## config.mk

```make
export PLATFORM = sky130hd
export DESIGN_NAME = bcd_counter_n
export DESIGN_NICKNAME = d
export VERILOG_FILES = /design/src/rtl/bcd_counter_n.sv
export SDC_FILE = /design/constraint.sdc
export NUM_CORES = 1
export LEC_CHECK = 0
export BUFFER_PORTS_ARGS = -buffer_cell sky130_fd_sc_hd__buf_2
export CAP_MARGIN = 20
export CORE_MARGIN = 2
export CORE_UTILIZATION = 45
export DETAILED_ROUTE_END_ITERATION = 10
export HOLD_SLACK_MARGIN = 0.05
export PLACE_DENSITY = 0.82
export SLEW_MARGIN = 20
export SYNTH_ARGS = -nofsm -noshare
export SYNTH_HDL_FRONTEND = slang
export SYNTH_SLANG_ARGS = --single-unit
```

## constraint.sdc

```tcl
create_clock -name clk -period 2.5 [get_ports clk]
set_input_delay 0.25 -clock clk [delete_from_list [all_inputs] [get_ports clk]]
set_output_delay 0.25 -clock clk [all_outputs]
set_load 0.02 [all_outputs]
```

## src/rtl/bcd_counter_n.sv

```systemverilog
// rtl/bcd_counter_n.sv - parametrised multi-digit BCD up/down counter with wrap/saturate
module bcd_counter_n #(
    parameter int NDIG     = 2,
    parameter bit SATURATE = 1'b0
) (
    input  logic              clk,
    input  logic              reset,
    input  logic              d_inc,
    input  logic              d_dec,
    input  logic              d_clr,
    input  logic              d_load,
    input  logic [4*NDIG-1:0] load_val,
    output logic [4*NDIG-1:0] dig,
    output logic              at_zero,
    output logic              at_max,
    output logic              wrap
);

    logic [4*NDIG-1:0] dig_reg;
    logic [4*NDIG-1:0] dig_next;
    logic              wrap_reg;
    logic              wrap_next;

    logic [4*NDIG-1:0] inc_val;
    logic [4*NDIG-1:0] dec_val;
    logic [4*NDIG-1:0] clamp_val;
    logic              inc_carry;
    logic              dec_borrow;
    logic [3:0]        nib;
    logic [3:0]        lnib;

    always_comb begin
        at_zero = 1'b1;
        at_max  = 1'b1;
        for (int k = 0; k < NDIG; k++) begin
            if (dig_reg[4*k +: 4] != 4'd0) at_zero = 1'b0;
            if (dig_reg[4*k +: 4] != 4'd9) at_max  = 1'b0;
        end
    end

    // Ripple carry/borrow across digits; a digit only moves when all lower digits rolled over.
    always_comb begin
        inc_val    = '0;
        dec_val    = '0;
        clamp_val  = '0;
        inc_carry  = 1'b1;
        dec_borrow = 1'b1;
        nib        = 4'd0;
        lnib       = 4'd0;
        for (int k = 0; k < NDIG; k++) begin
            nib = dig_reg[4*k +: 4];
            if (inc_carry)
                inc_val[4*k +: 4] = (nib == 4'd9) ? 4'd0 : nib + 4'd1;
            else
                inc_val[4*k +: 4] = nib;
            inc_carry = inc_carry && (nib == 4'd9);

            if (dec_borrow)
                dec_val[4*k +: 4] = (nib == 4'd0) ? 4'd9 : nib - 4'd1;
            else
                dec_val[4*k +: 4] = nib;
            dec_borrow = dec_borrow && (nib == 4'd0);

            lnib = load_val[4*k +: 4];
            clamp_val[4*k +: 4] = (lnib > 4'd9) ? 4'd9 : lnib;
        end
    end

    always_comb begin
        dig_next  = dig_reg;
        wrap_next = 1'b0;
        if (d_clr) begin
            dig_next = '0;
        end else if (d_load) begin
            dig_next = clamp_val;
        end else if (d_inc && !d_dec) begin
            if (at_max) begin
                if (!SATURATE) begin
                    dig_next  = inc_val;
                    wrap_next = 1'b1;
                end
            end else begin
                dig_next = inc_val;
            end
        end else if (d_dec && !d_inc) begin
            if (at_zero) begin
                if (!SATURATE) begin
                    dig_next  = dec_val;
                    wrap_next = 1'b1;
                end
            end else begin
                dig_next = dec_val;
            end
        end
    end

    always_ff @(posedge clk) begin
        if (reset) begin
            dig_reg  <= '0;
            wrap_reg <= 1'b0;
        end else begin
            dig_reg  <= dig_next;
            wrap_reg <= wrap_next;
        end
    end

    assign dig  = dig_reg;
    assign wrap = wrap_reg;

endmodule
```

* Word-level counts from Yosys, hierarchy flattened
Index checks and enable logic that the tools add are counted.
Storage, ports and cells: bits in read-only memories 0, bits in registers 9, bits in latches 0, bits of input ports 14, bits in writable memories 0, logic and storage cells 46, memories kept 0
Cells by class: reductions and logical operators 13, multipliers 0, add/sub/neg operators 4, bitwise gates (word level) 0, div/mod/pow operators 0, shift operators 0, eq/ne operators 5, order comparisons 2, multiplexer cells 19
Operator list (count):
- two-way mux 4 bit | 8
- two-way mux 8 bit | 3
- adder 4 x 1 -> 4 bit, second input constant | 2
- equality test 4 bit, second input constant | 2
- greater-than comparator 4 bit, second input constant | 2
- zero test 4 bit | 2
- two-way mux 1 bit | 8
- != test 4 bit, second input constant | 2
- nonzero test 4 bit | 2
- subtractor 4 x 1 -> 4 bit, second input constant | 2
- nonzero test 3 bit | 2
- != test 3 bit, second input constant | 1
- AND reduction 3 bit | 1
- OR reduction 3 bit | 1
- logical AND 1 bit | 2
- zero test 1 bit | 2
- OR reduction 2 bit | 1

* Longest topological paths before layout
Gate-level depths: netlist (run 1).
word-level depth 6, gate-level depth with buffers 6

* Worst setup path before layout (run 1)
Ideal clock, no wire load.
path type register to output, start register dig_reg[7] (netlist: dig[7]), end output port at_zero, slack 0.866 ns, data arrival time 1.384 ns, stages on the path, launching flop included 4, required time 2.250 ns, buffers on the path 1, cell sequence dfxtp_1 -> clkbuf_1 -> or4_1 -> nor2_1
On the way: cells in the longest elaborated chain, start to end 2
Ends and longest elaborated chain:
- start, declared | line 19 | logic [4*NDIG-1:0] dig_reg;
- start signal, assigned | line 102 | dig_reg <= dig_next;
- nonzero test 4 bit | line 36 | if (dig_reg[4*k +: 4] != 4'd0) at_zero = 1'b0;
- two-way mux 1 bit | line 36
- end, declared | line 14 | output logic at_zero,
Every way passes these cells.

* Final worst setup path (run 1)
start register dig_reg[0] (netlist: dig[0]), end output port at_zero
On the way: cells in the longest elaborated chain, start to end 3
Ends and longest elaborated chain (line):
- nonzero test 4 bit | 36
- two-way mux 1 bit (2 in a row) | 36
Every way passes these cells.

==> results of run 1 <==
layer usage:
layer	track usage, %	vias to the layer above
met2	31.2	23
li1	-	439
met1	25.2	397
met4	8.33	0
met3	2.31	2
met5	0	-
Yosys cell counts (all sizes together) (2+ instances only):
cell     n
nor2b    4
clkbuf   2
dfxtp    9
a31oi    4
nor4     2
xnor2    4
nand3    3
nor2    13
o31ai    2
a21oi    4
nor3     5
or3      3
and4b    2
buf      7
nand3b   5
nand2    7
nor3b    2
o21ai   12
per-stage QoR:
stage / instance area (um2) / cells / hold slack, ps
2_1_floorplan: 836 / 108 / 327
3_3_place_gp: 923 / 148 / 458
3_5_place_dp: 923 / 148 / 465
4_1_cts: 950 / 152 / 191
5_1_grt: 950 / 152 / 199
6_report: 950 / 152 / 197
worst max path at each step:
stage	end	slack (ps)
after floorplan	at_zero	870
after global placement	dig[5]$_SDFFE_PP0P_	910
after detailed placement	dig[5]$_SDFFE_PP0P_	820
after CTS	at_zero	650
after global routing	at_zero	560
final	at_zero	650
power by group through the flow:
stage / logic, mW / clock network [mW] / registers (mW)
5_1_grt: 0.128 / 0.126 / 0.170
3_3_place_gp: 0.112 / 0 / 0.170
2_1_floorplan: 0.0901 / 0 / 0.166
4_1_cts: 0.116 / 0.115 / 0.168
3_5_place_dp: 0.115 / 0 / 0.171
6_report: 0.115 / 0.112 / 0.168
area by class of cell:
cell class,instances,area share [%]
well taps,25,3.29
clock buffers,4,2.77
multi-input cells,90,62.3
flip-flops and latches,9,19.0
repair buffers,24,12.6
cells by family after synthesis:
kind of cell	count (synthesis)
muxes	1
and+or+nand+nor	55
xor gates and xnor gates	5
DFF	9
AOI/OAI and AO/OA	29
buffers and inverters	9
worst reg2reg max path: stages, from the launching register on:
cell and delay, ps:
sky130_fd_sc_hd__dfxtp_1 670, sky130_fd_sc_hd__and4b_1 290, sky130_fd_sc_hd__o21ai_2 120, sky130_fd_sc_hd__nor3_2 220, sky130_fd_sc_hd__mux2i_1 200, sky130_fd_sc_hd__o21ai_1 60
==> out/results.ini, run 1 <==
[layout]
design.final.nets = 142
commonest_cells_after_routing_fill_and_taps_aside = sky130_fd_sc_hd__buf_2, sky130_fd_sc_hd__nor2_1, sky130_fd_sc_hd__o21ai_1, sky130_fd_sc_hd__dfxtp_1, sky130_fd_sc_hd__nand2_1
postLayoutCoreUtil_pct = 54.4
num_antenna_cells = 0
nFillCells = 184
final_common_cell = sky130_fd_sc_hd__buf_2
areaGrowthSynthToFinish_pct = 13.6
multi_input_gate_area_um2 = 592
seq_area_um2 = 180
fraction_of_final_layout_cells_sized_beyond_drive_strength_1_pct = 26.0
largest_register_ffs = 8

[sta]
max_slew.worst_pin.slew_ps = 559
fin_crit_ps = 1850
setup-violations-final = 0
final_critical_path_setup_slack_ps = 649
slew_viol_final = 0
final_min_period_over_clock_period_pct = 74.0
rsz0062_at_grt = no
hold_violations = 0
timing.fmax_mhz = 540
final.setup_skew_ps = 2.65
finalSetupTns_ps = 0
worst_slew_margin_rel_pct = 62.7

[critical_path]
worstSetupEndpointType = output port
critical_path_class = reg -> out
worstRegToRegCells = 5
crit_arrival_ps = 1600
crit_path_start_kind = flop
r2r_slack_ps = 830
rr_startpoint = dig[0]$_SDFFE_PP0P_
delay_of_the_slowest_cell_on_the_worst_path_ps = 570
critPathLaunch = dig[0]$_SDFFE_PP0P_
crit_slowest_cell = sky130_fd_sc_hd__or4_1
cp_buf_inv_count = 1
regToRegEndpoint = dig[5]$_SDFFE_PP0P_
critical_path.max_fanout = 15
cp_top_family = simple AND/OR/NAND/NOR gates
worst_ep_required_time_ps = 2250
cp_num_cells = 3
timing.critical_path.cells = or4_1, nor2_1, buf_2

[logic_synthesis]
number_of_standard_cells_after_synthesis = 108
synthAdderAreaFrac_pct = 0
synth_largest_type_area_fraction_pct = 21.6
synth_top_family_by_area = simple AND/OR/NAND/NOR gates
yosysSeqAreaShare_pct = 21.6
synth.largest_area_cell = sky130_fd_sc_hd__dfxtp_1
syn_nets = 122
synth_warnings = 0
post_synthesis_simple_gate_area_fraction_pct = 42.1
synth-seq-cells = 9
dominantRegCellSynth = sky130_fd_sc_hd__dfxtp_1
yosys-top-cells-area = sky130_fd_sc_hd__dfxtp_1, sky130_fd_sc_hd__nor2_1, sky130_fd_sc_hd__o21ai_1, sky130_fd_sc_hd__nand3b_1, sky130_fd_sc_hd__xnor2_1
synth_enable_flop_cells = 0
synth-compound-area-share_pct = 22.3
synthMuxAreaShare_pct = 1.20
ys_async_sr_fraction_pct = 0
yosys.cell_types.count = 45
syn_avg_cell_area_um2 = 7.74
netlist_area_um2 = 836
yosys.area_share.xor_xnor_pct = 5.24

[floorplan]
coreArea_um2 = 1750
die_height_um = 47.1
floorplan.initialDensity_pct = 47.9
chipWidth_um = 47.1
io-pin-count = 25
row_count = 15
total_die_area_um2 = 2220

[routing]
drt_first_iter_violations = 24
met3_length_um = 70
wl_met2_um = 910
topRoutingLayerUsed = met4
final_antenna_net_count = 0
met1Wirelength_um = 921
vias = 861
route.detailed.drc = 0
routed_wl_um = 1920
detail_route.vias_per_cell = 5.66
drt-wirelength-per-cell_um = 12.6
drtPass1Iterations = 5

[power]
power_frac_comb_pct = 29.2
clock_power_share_pct = 28.4
static-leakage-power_nw = 0.390
reported_net_switching_power_mw = 0.132
totalPowerFinal_mw = 0.396
power_per_cell_area_nw_per_um2 = 417
internal_cell_power_mw = 0.264
share_seq_of_total_power_pct = 42.5
switching_share_pct = 33.4
worst_ir_drop_vdd_mv = 0.280

[placement]
globalplace.congestion = 0.834
dp_slack_ps = 820
detailedPlacementHpwl_um = 1440
port_buffers = 24

[clock_network]
cts-root-buf = sky130_fd_sc_hd__clkbuf_4
post-cts-setup-buffers = 0
clock-sinks = 9
cts.clk_slew.worst_paths_ps = 60
cts_resized = 0
cts_max_level = 1
cts_tree = built
cts-buffers-inserted = 3
ctsHoldBuffers = 0
clock_latency_on_the_worst_skew_pair_ps = 260
cts_buffer_depth = 2

[global_route]
grt_start_max_net_pins = 16
overall_global_routing_resource_usage_pct = 19.1
wire_length_of_the_first_global_routing_pass_um = 3020
antenna_found_initial = 0
first_global_vias = 719
grt_overflow_total = 0

[min_path]
hold_ep = dig[4]$_SDFFE_PP0P_
hp-class = in -> reg
worst_hold_startpoint = d_clr
min_path_cells = 2

[flow_run]
drv.max_cap_violation_count = 0

[run_status]
status = complete, no violations

No activity file was read; power rests on OpenSTA's default activity.
==> run 2: changes to the inputs <==
--- a/config.mk
+++ b/config.mk
@@ -11,7 +11,7 @@
 export CORE_UTILIZATION = 45
 export DETAILED_ROUTE_END_ITERATION = 10
 export HOLD_SLACK_MARGIN = 0.05
-export PLACE_DENSITY = 0.82
+export PLACE_DENSITY = 0.85
 export SLEW_MARGIN = 20
 export SYNTH_ARGS = -nofsm -noshare
 export SYNTH_HDL_FRONTEND = slang
==> constraint.sdc (replaced) <==
create_clock -name clk -period 1.6 [get_ports clk]
set_input_delay 0.16 -clock clk [delete_from_list [all_inputs] [get_ports clk]]
set_output_delay 0.16 -clock clk [all_outputs]
set_load 0.02 [all_outputs]
==> run 2 against run 1 <==
Register-to-register slack got worse by 750 ps; largest cell class unchanged; first-iteration DRC count increased by 33%; count of clock-buffer cells in the layout unchanged; critical endpoint unchanged; cell count is 3.9% higher; utilization up 3.0 points; worst hold slack worse by 100 ps; sequential share of layout area decreased by 0.87 points; critical path type unchanged; global-route usage up 0.56 points; flip-flop and latch count is the same; setup slack worse by 610 ps; critical path depth stayed put; non-clock buffer count increased by 6.
==> out/results.ini, run 2 (synthesis gave the netlist of run 1 again) <==
[layout]
postLayoutCoreUtil_pct = 57.4  ; +3.0 points
fraction_of_final_layout_cells_sized_beyond_drive_strength_1_pct = 30.8  ; +4.8 points
commonest_cells_after_routing_fill_and_taps_aside = sky130_fd_sc_hd__buf_2, sky130_fd_sc_hd__nor2_1, sky130_fd_sc_hd__o21ai_1, sky130_fd_sc_hd__dfxtp_1
design.final.nets = 148  ; +4.2%
finalNonFillerCells = 158  ; +3.9%
num_antenna_cells = 0  ; unchanged
areaGrowthSynthToFinish_pct = 19.9
largest_register_ffs = 8  ; unchanged
final_common_cell = sky130_fd_sc_hd__buf_2
post-route-cell-area_um2 = 1000  ; +5.5%

[sta]
setup-violations-final = 0  ; unchanged
rsz0062_at_grt = no
fin_crit_ps = 1560
worst_slew_margin_rel_pct = 79.2  ; +16 points
final_min_period_over_clock_period_pct = 97.5
hold_violations = 0  ; unchanged
timing.fmax_mhz = 641
final.setup_skew_ps = 1.12  ; -1.53 ps
max_slew.worst_pin.slew_ps = 311  ; -248 ps
slew_viol_final = 0  ; unchanged
finalSetupTns_ps = 0  ; unchanged

[clock_network]
cts-buffers-inserted = 3  ; unchanged
cts_tree = built
post-cts-setup-buffers = 0  ; unchanged
cts-root-buf = sky130_fd_sc_hd__clkbuf_4
cts.clk_slew.worst_paths_ps = 70  ; about the same
cts_max_level = 1  ; unchanged
ctsHoldBuffers = 0  ; unchanged
clock-sinks = 9  ; unchanged
cts_buffer_depth = 2  ; unchanged
clock_latency_on_the_worst_skew_pair_ps = 260  ; about the same

[power]
worst_ir_drop_vdd_mv = 0.341  ; +22%
static-leakage-power_nw = 0.423  ; +8.5%
power_per_cell_area_nw_per_um2 = 648  ; +55%

[global_route]
grt_start_max_net_pins = 16  ; unchanged
wire_length_of_the_first_global_routing_pass_um = 3130  ; +3.9%
first_global_vias = 735  ; +2.2%
antenna_found_initial = 0  ; unchanged
grt_overflow_total = 0  ; unchanged
overall_global_routing_resource_usage_pct = 19.7  ; +0.56 points

[routing]
drtPass1Iterations = 4  ; -1
detail_route.vias_per_cell = 5.80  ; +2.3%
routed_wl_um = 2060  ; +7.6%
vias = 916  ; +6.4%
final_antenna_net_count = 0  ; unchanged
route.detailed.drc = 0  ; unchanged
drt_first_iter_violations = 32  ; +33%
drt-wirelength-per-cell_um = 13.0  ; +3.5%

[placement]
detailedPlacementHpwl_um = 1590  ; +10%
numPlacedInstances = 154  ; +4.1%
placement.cell_area_um2 = 968  ; +4.9%
port_buffers = 24  ; unchanged
globalplace.congestion = 0.962  ; +15%

[critical_path]
crit_slowest_cell = sky130_fd_sc_hd__or4_4
timing.critical_path.cells = or4_4, nor2_1, buf_4
worst_ep_required_time_ps = 1440  ; -810 ps
critical_path_class = reg -> out
crit_arrival_ps = 1400  ; -200 ps
worstSetupEndpointType = output port
delay_of_the_slowest_cell_on_the_worst_path_ps = 540  ; -30 ps
crit_path_start_kind = flop
critical_path.max_fanout = 5  ; -10

[floorplan]
die_height_um = 47.1  ; unchanged
floorplan.initialDensity_pct = 47.9  ; unchanged
io-pin-count = 25  ; unchanged
total_die_area_um2 = 2220  ; unchanged
chipWidth_um = 47.1  ; unchanged
row_count = 15  ; unchanged
coreArea_um2 = 1750  ; unchanged

[flow_run]
drv.max_cap_violation_count = 0  ; unchanged

[run_status]
status = complete, no violations

[min_path]
hp-class = in -> reg

run 2: cell type report:
cell class	instances	area, um2
Clock buffer	4	26.3
Fill cell	162	743
Multi-Input combinational cell	90	596
Sequential cell	9	181
Tap cell	25	31.3
Timing Repair Buffer	30	168
run 2: routing by layer:
metal | routed length, um | part of all wire, % | vias to the layer above | track usage [%]
li1 | - | - | 451 | -
met1 | 931 | 45 | 409 | 28.0
met2 | 944 | 46 | 52 | 31.0
met3 | 154 | 7.5 | 4 | 1.92
met4 | 30 | 1.5 | 0 | 6.67
met5 | 0 | 0 | - | 0
run 2: repair_timing:
action	in CTS	in global routing
cloned	0	0
hold endpoints to repair	0	0
endpoints found under the setup margin	1	1
resized for setup	2	1
run 2: stage by stage:
step | total power, mW | setup slack, ps | hold slack (ps)
after floorplan | 0.401 | 55.7 | 237
after global placement | 0.455 | 184 | 366
after detailed placement | 0.460 | 144 | 368
after CTS | 0.650 | 11.8 | 94.7
after global routing | 0.681 | 8.84 | 102
final | 0.649 | 39.6 | 94.4
run 2: where the power goes:
group | internal (mW) | total (mW) | switching, mW | leakage [nW]
Clock | 0.0961 | 0.185 | 0.0886 | 0.0150
Combinational | 0.0979 | 0.216 | 0.118 | 0.334
Sequential | 0.234 | 0.249 | 0.0150 | 0.0738
run 2: final timing paths:
check | from | slack (ps) | end | cells after the start
worst min register to register | dig[5]$_SDFFE_PP0P_ | 650 | dig[5]$_SDFFE_PP0P_ | 2
worst max-delay path | dig[3]$_SDFFE_PP0P_ | 40 | at_zero | 3
worst min-delay path | reset | 90 | dig[4]$_SDFFE_PP0P_ | 2
worst max register to register | dig[0]$_SDFFE_PP0P_ | 80 | dig[3]$_SDFFE_PP0P_ | 5
run 2: worst max-delay path: cells and delay by family (launching register included):
kind | cells | cell delay (ps)
buf+inv | 1 | 150
simple gates | 2 | 650
flops | 1 | 350
==> run 3: changes to the inputs <==
--- a/config.mk
+++ b/config.mk
@@ -5,6 +5,7 @@
 export SDC_FILE = /design/constraint.sdc
 export NUM_CORES = 1
 export LEC_CHECK = 0
+export ABC_AREA = 1
 export BUFFER_PORTS_ARGS = -buffer_cell sky130_fd_sc_hd__buf_2
 export CAP_MARGIN = 20
 export CORE_MARGIN = 2
==> run 3 against run 2 <==
Sequential share of layout area up 0.60 points; non-clock buffer count down 6; die area down 2.6%; count of clock-buffer cells in the layout unchanged; clock skew up 8.3 ps; via count up 8.7%; critical endpoint is now at_max; synthesized area down 2.8%; wire length up 5.4%; power up 3.1%.
==> out/results.ini, run 3 <==
[logic_synthesis]
synth_enable_flop_cells = 0  ; unchanged
syn_avg_cell_area_um2 = 5.80  ; -25%
synth-seq-cells = 9  ; unchanged
dominantRegCellSynth = sky130_fd_sc_hd__dfxtp_1
synth_warnings = 0  ; unchanged
most_common_cell_in_the_synthesized_netlist = sky130_fd_sc_hd__nand2_1
yosysSeqAreaShare_pct = 22.2  ; +0.63 points
yosys.cell_types.count = 26  ; -42%
yosys-top-cells-area = sky130_fd_sc_hd__dfxtp_1, sky130_fd_sc_hd__nand2_1, sky130_fd_sc_hd__nand3_1, sky130_fd_sc_hd__nor2_1, sky130_fd_sc_hd__a21oi_1
synth_largest_type_area_fraction_pct = 22.2  ; +0.63 points
netlist_area_um2 = 812  ; -2.8%
synthTopCellsByCount = sky130_fd_sc_hd__nand2_1, sky130_fd_sc_hd__nor2_1, sky130_fd_sc_hd__nand3_1, sky130_fd_sc_hd__inv_1
syn_nets = 154  ; +26%
synth.largest_area_cell = sky130_fd_sc_hd__dfxtp_1
ys_async_sr_fraction_pct = 0  ; unchanged
number_of_standard_cells_after_synthesis = 140  ; +30%

[layout]
final_common_cell = sky130_fd_sc_hd__nand2_1
num_antenna_cells = 0  ; unchanged
fraction_of_final_layout_cells_sized_beyond_drive_strength_1_pct = 30.7  ; -0.10 points
commonest_cells_after_routing_fill_and_taps_aside = sky130_fd_sc_hd__nand2_1, sky130_fd_sc_hd__buf_2, sky130_fd_sc_hd__nor2_1, sky130_fd_sc_hd__nand3_1, sky130_fd_sc_hd__inv_1
largest_register_ffs = 8  ; unchanged
postLayoutCoreUtil_pct = 57.6  ; +0.16 points
areaGrowthSynthToFinish_pct = 21.1
nFillCells = 175  ; +8.0%
design.final.nets = 181  ; +22%

[clock_network]
cts-buffers-inserted = 3  ; unchanged
clock-sinks = 9  ; unchanged
cts_resized = 0  ; -2
cts_tree = built
cts_max_level = 1  ; unchanged
post-cts-setup-buffers = 0  ; unchanged
cts.clk_slew.worst_paths_ps = 60  ; about the same
cts-root-buf = sky130_fd_sc_hd__clkbuf_4
clock_latency_on_the_worst_skew_pair_ps = 270  ; about the same
ctsHoldBuffers = 0  ; unchanged
cts_buffer_depth = 2  ; unchanged

[sta]
fin_crit_ps = 1510  ; -47.2 ps
slew_viol_final = 0  ; unchanged
hold_violations = 0  ; unchanged
worst_slew_margin_rel_pct = 68.7  ; -10 points
rsz0062_at_grt = no
fin_worst_hold_slack_ps = 171  ; +76.7 ps
max_slew.worst_pin.slew_ps = 467  ; +156 ps
finalSetupTns_ps = 0  ; unchanged
setup-violations-final = 0  ; unchanged
final.setup_skew_ps = 9.45  ; +8.33 ps
timing.fmax_mhz = 661  ; +3.1%
final_critical_path_setup_slack_ps = 86.8  ; +47.2 ps
final_min_period_over_clock_period_pct = 94.6  ; -2.9 points

[global_route]
wire_length_of_the_first_global_routing_pass_um = 3350  ; +6.8%
overall_global_routing_resource_usage_pct = 21.8  ; +2.1 points
grt_overflow_total = 0  ; unchanged
antenna_found_initial = 0  ; unchanged
first_global_vias = 835  ; +14%
grt_start_max_net_pins = 11  ; -5

[routing]
drt-wirelength-per-cell_um = 11.4  ; -13%
final_antenna_net_count = 0  ; unchanged
wl_met2_um = 1080  ; +14%
route.detailed.drc = 0  ; unchanged
routed_wl_um = 2170  ; +5.4%
met3_length_um = 119  ; -23%
drtPass1Iterations = 4  ; unchanged
met1Wirelength_um = 924  ; -0.75%
vias = 996  ; +8.7%
topRoutingLayerUsed = met4
detail_route.vias_per_cell = 5.21  ; -10%
drt_first_iter_violations = 22  ; -31%

[placement]
dp_slack_ps = 340  ; +197 ps
globalplace.congestion = 0.891  ; -7.4%
detailedPlacementHpwl_um = 1710  ; +7.2%
port_buffers = 24  ; unchanged

[floorplan]
chipWidth_um = 46.5  ; -1.3%
io-pin-count = 25  ; unchanged
floorplan.initialDensity_pct = 47.5  ; -0.34 points
die_height_um = 46.5  ; -1.3%
total_die_area_um2 = 2160  ; -2.6%
coreArea_um2 = 1710  ; -2.2%
row_count = 15  ; unchanged

[critical_path]
worstSetupEndpointType = output port
critical_path_class = reg -> out
crit_arrival_ps = 1350  ; -50 ps
crit_path_start_kind = flop
critical_path.max_fanout = 7  ; +2
worst_ep_required_time_ps = 1440  ; about the same
timing.critical_path.cells = inv_2, nand2_1, nor3_2, buf_2
crit_slowest_cell = sky130_fd_sc_hd__dfxtp_1
delay_of_the_slowest_cell_on_the_worst_path_ps = 350  ; -190 ps

[power]
power_per_cell_area_nw_per_um2 = 681  ; +5.1%
static-leakage-power_nw = 0.497  ; +18%
totalPowerFinal_mw = 0.670  ; +3.1%
worst_ir_drop_vdd_mv = 0.502  ; +47%

[min_path]
hp-class = in -> reg

[run_status]
status = complete, no violations

[flow_run]
drv.max_cap_violation_count = 0  ; unchanged

==> run 3: changes by cell type in the layout (fill, tap and decap cells not counted), moves of 5 or more <==
cell	previous run	this run
sky130_fd_sc_hd__nand3_1	3	14
sky130_fd_sc_hd__nand2_1	7	40
sky130_fd_sc_hd__inv_2	0	5
sky130_fd_sc_hd__inv_1	0	12
sky130_fd_sc_hd__nor2_1	13	18
sky130_fd_sc_hd__o21ai_1	9	1
sky130_fd_sc_hd__a21oi_1	4	9
sky130_fd_sc_hd__buf_4	7	0
==> run 3: area by class of cell <==
cell class                 instances  area [um2]  area share [%]
multi-input combinational        111         554            56.4
sequential                         9         184            18.7
timing repair buffer              24         120            12.2
inverter                          18        67.6            6.87
tap                               25        31.3            3.18
clock buffer                       4        26.3            2.67
==> run 3: metrics by stage <==
step                cell area (um2)  instances
floorplan                       812        140
global placement                953        187
detailed placement              953        187
CTS                             980        191
global route                    983        191
finish                          983        191
==> run 3: routing by layer <==
metal  GRT usage [%]  vias up
met1            25.9      454
li1                -      502
met4            12.6        0
met2            37.5       35
met3            1.96        5
met5               0        -
==> run 3: worst max-delay path: cells and delay by family (launching register included) <==
kind                   cells  cell delay (ps)
and+or+nand+nor            2              400
DFF                        1              350
buffers and inverters      2              330
==> run 3: worst paths after layout <==
check | from | slack [ps] | cells past startpoint | to
worst min-delay path | load_val[5] | 170 | 3 | dig[5]$_SDFFE_PP0P_
worst max-delay path | dig[6]$_SDFFE_PP0P_ | 90 | 4 | at_max
worst max register to register | dig[5]$_SDFFE_PP0P_ | 320 | 8 | dig[7]$_SDFFE_PP0P_
worst min register to register | dig[4]$_SDFFE_PP0P_ | 530 | 2 | dig[4]$_SDFFE_PP0P_
==> run 3: where the power goes <==
part	leakage, nW	switching (mW)	internal (mW)	total [mW]
logic	0.408	0.147	0.0815	0.229
clock network	0.0150	0.0858	0.0964	0.182
registers	0.0747	0.0215	0.237	0.258
==> run 3: cell families after synthesis <==
family / Yosys count / share of synthesized area, %
buffers and inverters: 20 / 9.55
DFF: 9 / 22.2
and+or+nand+nor: 89 / 52.4
AOI/OAI and AO/OA: 22 / 15.9
